<file path="src/rtl/router_pkg.sv">
// Shared types and constants for the 1x3 router input-path controller.
package router_pkg;

    localparam int ADDR_W    = 2;
    localparam int NUM_PORTS = 3;
    localparam logic [ADDR_W-1:0] DROP_ADDR = 2'b11;

    typedef enum logic [2:0] {
        DECODE_ADDRESS     = 3'd0,
        LOAD_FIRST_DATA    = 3'd1,
        LOAD_DATA          = 3'd2,
        LOAD_PARITY        = 3'd3,
        FIFO_FULL_STATE    = 3'd4,
        LOAD_AFTER_FULL    = 3'd5,
        WAIT_TILL_EMPTY    = 3'd6,
        CHECK_PARITY_ERROR = 3'd7
    } fsm_state_t;

    // DROP_ADDR selects no port, so it yields 0
    function automatic logic port_sel(
        input logic [NUM_PORTS-1:0] bits,
        input logic [ADDR_W-1:0]    a
    );
        logic r;
        r = 1'b0;
        case (a)
            2'd0:    r = bits[0];
            2'd1:    r = bits[1];
            2'd2:    r = bits[2];
            default: r = 1'b0;
        endcase
        return r;
    endfunction

endpackage

</file>
<file path="src/rtl/router_fsm.sv">
// Packet-phase controller for the router input path: header, payload,
// parity and full-stall sequencing plus load/write qualifiers.
module router_fsm
    import router_pkg::*;
(
    input  logic       clock,
    input  logic       resetn,
    input  logic       pkt_valid,
    input  logic [1:0] data_in,
    input  logic       fifo_full,
    input  logic       fifo_empty_0,
    input  logic       fifo_empty_1,
    input  logic       fifo_empty_2,
    input  logic       soft_reset_0,
    input  logic       soft_reset_1,
    input  logic       soft_reset_2,
    input  logic       parity_done,
    input  logic       low_pkt_valid,
    output logic       detect_add,
    output logic       lfd_state,
    output logic       ld_state,
    output logic       laf_state,
    output logic       full_state,
    output logic       write_enb_reg,
    output logic       rst_int_reg,
    output logic       busy
);

    fsm_state_t              state;
    fsm_state_t              next;
    logic [ADDR_W-1:0]       addr;
    logic [NUM_PORTS-1:0]    empty_bits;
    logic [NUM_PORTS-1:0]    sr_bits;
    logic                    empty_hdr;
    logic                    empty_addr;
    logic                    soft_rst;

    assign empty_bits = {fifo_empty_2, fifo_empty_1, fifo_empty_0};
    assign sr_bits    = {soft_reset_2, soft_reset_1, soft_reset_0};
    assign empty_hdr  = port_sel(empty_bits, data_in);
    assign empty_addr = port_sel(empty_bits, addr);
    assign soft_rst   = port_sel(sr_bits, addr);

    always_ff @(posedge clock) begin
        if (!resetn) begin
            state <= DECODE_ADDRESS;
            addr  <= DROP_ADDR;
        end else begin
            state <= next;
            if (state == DECODE_ADDRESS && pkt_valid)
                addr <= data_in;
        end
    end

    always_comb begin
        next = DECODE_ADDRESS;
        case (state)
            DECODE_ADDRESS: begin
                if (pkt_valid && data_in != DROP_ADDR)
                    next = empty_hdr ? LOAD_FIRST_DATA : WAIT_TILL_EMPTY;
                else
                    next = DECODE_ADDRESS;
            end
            LOAD_FIRST_DATA: next = LOAD_DATA;
            LOAD_DATA: begin
                if (fifo_full)       next = FIFO_FULL_STATE;
                else if (!pkt_valid) next = LOAD_PARITY;
                else                 next = LOAD_DATA;
            end
            FIFO_FULL_STATE:
                next = fifo_full ? FIFO_FULL_STATE : LOAD_AFTER_FULL;
            LOAD_AFTER_FULL: begin
                if (parity_done)        next = DECODE_ADDRESS;
                else if (low_pkt_valid) next = LOAD_PARITY;
                else                    next = LOAD_DATA;
            end
            LOAD_PARITY: next = CHECK_PARITY_ERROR;
            CHECK_PARITY_ERROR:
                next = fifo_full ? FIFO_FULL_STATE : DECODE_ADDRESS;
            WAIT_TILL_EMPTY:
                next = empty_addr ? LOAD_FIRST_DATA : WAIT_TILL_EMPTY;
            default: next = DECODE_ADDRESS;
        endcase
        // a timed-out port aborts whatever packet is in flight
        if (soft_rst)
            next = DECODE_ADDRESS;
    end

    always_comb begin
        detect_add    = 1'b0;
        lfd_state     = 1'b0;
        ld_state      = 1'b0;
        laf_state     = 1'b0;
        full_state    = 1'b0;
        write_enb_reg = 1'b0;
        rst_int_reg   = 1'b0;
        busy          = 1'b0;
        case (state)
            DECODE_ADDRESS: detect_add = 1'b1;
            LOAD_FIRST_DATA: begin
                lfd_state = 1'b1;
                busy      = 1'b1;
            end
            LOAD_DATA: begin
                ld_state      = 1'b1;
                write_enb_reg = 1'b1;
            end
            LOAD_PARITY: begin
                write_enb_reg = 1'b1;
                busy          = 1'b1;
            end
            FIFO_FULL_STATE: begin
                full_state = 1'b1;
                busy       = 1'b1;
            end
            LOAD_AFTER_FULL: begin
                laf_state     = 1'b1;
                write_enb_reg = 1'b1;
                busy          = 1'b1;
            end
            WAIT_TILL_EMPTY: busy = 1'b1;
            CHECK_PARITY_ERROR: begin
                rst_int_reg = 1'b1;
                busy        = 1'b1;
            end
            default: ;
        endcase
    end

endmodule
</file>
<file path="config.mk">
export PLATFORM = sky130hd
export DESIGN_NAME = router_fsm
export DESIGN_NICKNAME = d
export VERILOG_FILES = /design/src/rtl/router_pkg.sv /design/src/rtl/router_fsm.sv
export SDC_FILE = /design/constraint.sdc
export NUM_CORES = 1
export LEC_CHECK = 0
export ABC_AREA = 0
export CORE_MARGIN = 1
export CORE_UTILIZATION = 35
export CTS_CLUSTER_DIAMETER = 80
export DETAILED_ROUTE_END_ITERATION = 16
export HOLD_SLACK_MARGIN = 0.06
export PLACE_DENSITY = 0.73
export SETUP_SLACK_MARGIN = 0.2
export SYNTH_ARGS = -nofsm -noshare
export SYNTH_HDL_FRONTEND = slang
export SYNTH_SLANG_ARGS = --single-unit
</file>
<file path="constraint.sdc">
create_clock -name clock -period 1.3 [get_ports clock]
set_clock_uncertainty 0.2 [all_clocks]
set_input_delay 0.195 -clock clock [delete_from_list [all_inputs] [get_ports clock]]
set_output_delay 0.195 -clock clock [all_outputs]
set_load 0.005 [all_outputs]
</file>
==> results_tabular.tex, run 1 <==
\begin{tabular}{lr}
\hline
Metric & Value \\
\hline
\multicolumn{2}{l}{\textbf{Status}} \\
Violations in the final reports & setup timing \\
Status & complete, but fails checks \\
\multicolumn{2}{l}{\textbf{Setup path}} \\
Crit path required time & 1230 ps \\
Crit Path Category & reg2reg \\
Kind of capture point of the worst setup path & flop \\
Critical path data arrival time & 1560 ps \\
Worst-path maximum fanout & 4 \\
Startpoint type of the worst setup path & flop \\
\multicolumn{2}{l}{\textbf{Hold path}} \\
Class of the most critical hold timing path & in2reg \\
\multicolumn{2}{l}{\textbf{Final layout}} \\
Diodes inserted & 0 \\
Post-route cell area & 893.4 um2 \\
Final instance count without filler cells & 112 \\
Count of nets after finishing & 113 \\
Ratio of cells with drive above 1 in the final layout & 52.04\% \\
Most frequent standard cell in the layout excluding fill and tap cells & sky130\_fd\_sc\_hd\_\_buf\_4 \\
Most frequent cells in the layout & sky130\_fd\_sc\_hd\_\_buf\_4, sky130\_fd\_sc\_hd\_\_clkdlybuf4s50\_1, sky130\_fd\_sc\_hd\_\_buf\_6, sky130\_fd\_sc\_hd\_\_buf\_2 \\
Area Overhead vs Synth & 91.94\% \\
\multicolumn{2}{l}{\textbf{Global route}} \\
Total routing resource utilization after global routing & 20.31\% \\
Initial antenna violation count & 0 \\
Vias in the first global route & 550 \\
Met1 Usage GRT & 19.08\% \\
Met2 track demand over resource & 44.49\% \\
Layer carrying the most global-route usage & met2 \\
Pin count of the biggest net entering global routing & 12 \\
First-pass GRT wire length & 2.083 mm \\
Met3 Use GR & 1.744\% \\
Total gr overflow & 0 \\
\multicolumn{2}{l}{\textbf{Power}} \\
Leakage component of the power & 0.4370 nW \\
Power per cell area & 1033 mW/mm2 \\
Sequential cell fraction of total power & 25.1\% \\
Power dissipated by switching net loads & 0.0003242 W \\
Switching portion of total power & 35.15\% \\
Portion of total power attributed to the clock network & 21.8\% \\
Internal power contribution & 0.0005982 W \\
Max rail drop VDD & 0.4274 mV \\
Combinational Power Share & 53.0\% \\
\multicolumn{2}{l}{\textbf{STA}} \\
Final min period & 1631 ps \\
Slew HR & 76.70\% \\
Number of endpoints failing setup at the final stage & 13 \\
Transition at the pin with the smallest max-transition slack & 348.1 ps \\
Worst slack on hold paths & 242.8 ps \\
Number of hold violations in the final report & 0 \\
Total count of max-transition violations in the final report & 0 \\
Period utilization & 125.5\% \\
Unrepaired setup endpoints after global routing & yes \\
Highest Clock Rate & 0.6132 GHz \\
Crit path setup slack, layout & -330.9 ps \\
\multicolumn{2}{l}{\textbf{Synth}} \\
Cell type with the highest aggregate area in the netlist & sky130\_fd\_sc\_hd\_\_dfxtp\_1 \\
Count of unique library cells instantiated by Yosys & 31 \\
Proportion of synthesized chip area in sequential cells & 21.51\% \\
Share of Yosys cell area claimed by the top area cell type & 21.51\% \\
Synthesized netlist net count & 68 \\
Post-Synthesis Mean Instance Area & 8.619 um2 \\
Flip-flop and latch count after synthesis & 5 \\
Biggest area contributors in the synthesized netlist & sky130\_fd\_sc\_hd\_\_dfxtp\_1, sky130\_fd\_sc\_hd\_\_mux2i\_1, sky130\_fd\_sc\_hd\_\_nor4b\_4 \\
Synthesized cell area & 465.4 um2 \\
Number of warning messages in the yosys log & 0 \\
Number of cells produced by synthesis & 54 \\
\multicolumn{2}{l}{\textbf{Route}} \\
1st-pass router iterations & 6 \\
Antenna Nets Post-Route & 0 \\
Via count & 595 \\
Via density per instance & 5.313 \\
Wire length reported by the detailed router & 1.496 mm \\
Final routed DRC violation total & 0 \\
Routed WL per cell & 13.36 um \\
Starting DRC count in detailed routing & 20 \\
\multicolumn{2}{l}{\textbf{Placed design}} \\
Cell area reported after detailed placement & 767.0 um2 \\
Number of buffer cells added on primary ports & 21 \\
Final estimated routing congestion in global placement & 0.8647 \\
HPWL reported at the end of detailed placement & 922.2 um \\
Number of placed cells counting well taps & 98 \\
\multicolumn{2}{l}{\textbf{Run}} \\
Count of maximum capacitance violations & 0 \\
\multicolumn{2}{l}{\textbf{Clock tree}} \\
H-tree levels & 1 \\
Clock tree root buffer cell & sky130\_fd\_sc\_hd\_\_clkbuf\_4 \\
Clock tree from TritonCTS & built \\
Skew-Pair Late Insertion Delay & 250 ps \\
Clk sinks & 5 \\
Maximum clock insertion buffer count & 2 \\
Quantity of hold-fixing buffers added after cts & 0 \\
Clock slew seen by the registers of the worst setup and hold paths & 60 ps \\
Number of buffers added by the clock tree synthesis step & 3 \\
\multicolumn{2}{l}{\textbf{Floorplanning}} \\
Number of placed I/O pins & 22 \\
Placeable core area & 0.001171 mm2 \\
Effective utilization at floorplan & 39.74\% \\
Standard-cell row count & 12 \\
Die ar. & 0.001480 mm2 \\
Vertical die dimension & 38.47 um \\
Die width & 38.47 um \\
\hline
\end{tabular}
Yosys cell counts:
cell type / instances
sky130_fd_sc_hd__nor3_1: 1
sky130_fd_sc_hd__nor3b_1: 1
sky130_fd_sc_hd__nor2_4: 1
sky130_fd_sc_hd__and2_1: 1
sky130_fd_sc_hd__buf_6: 2
sky130_fd_sc_hd__and3_1: 1
sky130_fd_sc_hd__a31o_1: 1
sky130_fd_sc_hd__mux2_4: 1
sky130_fd_sc_hd__inv_1: 3
sky130_fd_sc_hd__a311oi_1: 1
sky130_fd_sc_hd__nor2b_1: 1
sky130_fd_sc_hd__a31oi_1: 1
sky130_fd_sc_hd__mux2i_1: 4
sky130_fd_sc_hd__nand4_1: 1
sky130_fd_sc_hd__a21oi_1: 1
sky130_fd_sc_hd__o211a_1: 1
sky130_fd_sc_hd__nand2_1: 5
sky130_fd_sc_hd__dlymetal6s2s_1: 1
sky130_fd_sc_hd__nor4_1: 1
sky130_fd_sc_hd__a32o_1: 1
sky130_fd_sc_hd__dfxtp_1: 5
sky130_fd_sc_hd__a21o_1: 1
sky130_fd_sc_hd__nand2b_1: 1
sky130_fd_sc_hd__or3_1: 1
sky130_fd_sc_hd__nand3b_1: 3
sky130_fd_sc_hd__o22ai_2: 1
sky130_fd_sc_hd__o221ai_1: 1
sky130_fd_sc_hd__o21ai_0: 4
sky130_fd_sc_hd__nor4b_4: 1
sky130_fd_sc_hd__o211ai_1: 3
sky130_fd_sc_hd__nor2_1: 3
logic make-up (layout without fill, tap and decap cells):
| group | count (synthesis) | after routing | synth area share (%) |
|---|---|---|---|
| mux | 5 | 5 | 11.83 |
| flops | 5 | 5 | 21.51 |
| compound gates | 16 | 16 | 25.81 |
| buf+inv | 6 | 50 | 9.945 |
| simple gates | 22 | 22 | 30.92 |
state kept, by name, summed over array words and instances, names as in the netlist:
signal and cells:
addr 2, state 3
power by group through the flow:
stage                     registers (W)  logic [W]  clock network, W
final                          0.000232   0.000489          0.000201
after floorplan                0.000205   0.000230                 0
after global placement         0.000238   0.000394                 0
after global routing           0.000236   0.000527          0.000203
after CTS                      0.000228   0.000440          0.000187
after detailed placement       0.000236   0.000401                 0
through the flow:
stage | utilization (%) | TNS [ps] | worst slack (ps) | total power, W
6_report | 76.28 | -2576 | -330.9 | 0.0009224
4_1_cts | 72.54 | -2233 | -294.3 | 0.0008543
5_1_grt | 76.28 | -3151 | -358.4 | 0.0009665
2_1_floorplan | - | -63.99 | -33.18 | 0.0004355
3_5_place_dp | 65.49 | -4296 | -556.0 | 0.0006376
3_3_place_gp | 65.49 | -4106 | -524.1 | 0.0006314
cell type report:
cell class	count	area [um2]
Multi-Input combinational cell	43	360.3
Sequential cell	5	112.6
Clock buffer	4	26.28
Inverter	3	13.76
Timing Repair Buffer	43	362.8
Tap cell	14	17.52
Fill cell	90	277.8
routing by layer:
layer  routed length [um]  vias up
met5                    0        -
met4                   31        0
met3                   78        6
met2                  813       29
met1                  573      267
li1                     -      293
worst max-delay path: stages, from the launching register on:
cell and delay [ps]:
sky130_fd_sc_hd__dfxtp_4 360, sky130_fd_sc_hd__buf_6 120, sky130_fd_sc_hd__buf_6 110, sky130_fd_sc_hd__buf_6 120
sky130_fd_sc_hd__or3_4 330, sky130_fd_sc_hd__o221ai_2 80, sky130_fd_sc_hd__a31o_1 130, sky130_fd_sc_hd__a21oi_1 60
what timing repair did:
item	CTS	global route
resized for setup	41	8
pin swaps	7	1
endpoints found under the setup margin	13	13
buffers inserted	8	2
final timing paths:
kind / from / end / slack [ps] / cells past startpoint
worst max register to register: state[0] / state[2] / -330 / 7
worst min-delay path: data_in[1] / addr[1] / 240 / 4
worst max-delay path: state[0] / state[2] / -330 / 7
worst min register to register: addr[1] / addr[1] / 330 / 2
(Power assumes the default switching activity.)
==> inputs of run 2 (changes only) <==
- GPL_ROUTABILITY_DRIVEN: default -> 0
==> results of run 2 <==
The final DEF is identical to that of run 1; final timing and power are the same.
==> inputs of run 3 (changes only) <==
- CTS_CLUSTER_DIAMETER: 80 -> 150
==> results of run 3 <==
The final DEF is identical to that of run 1; final timing and power are the same.
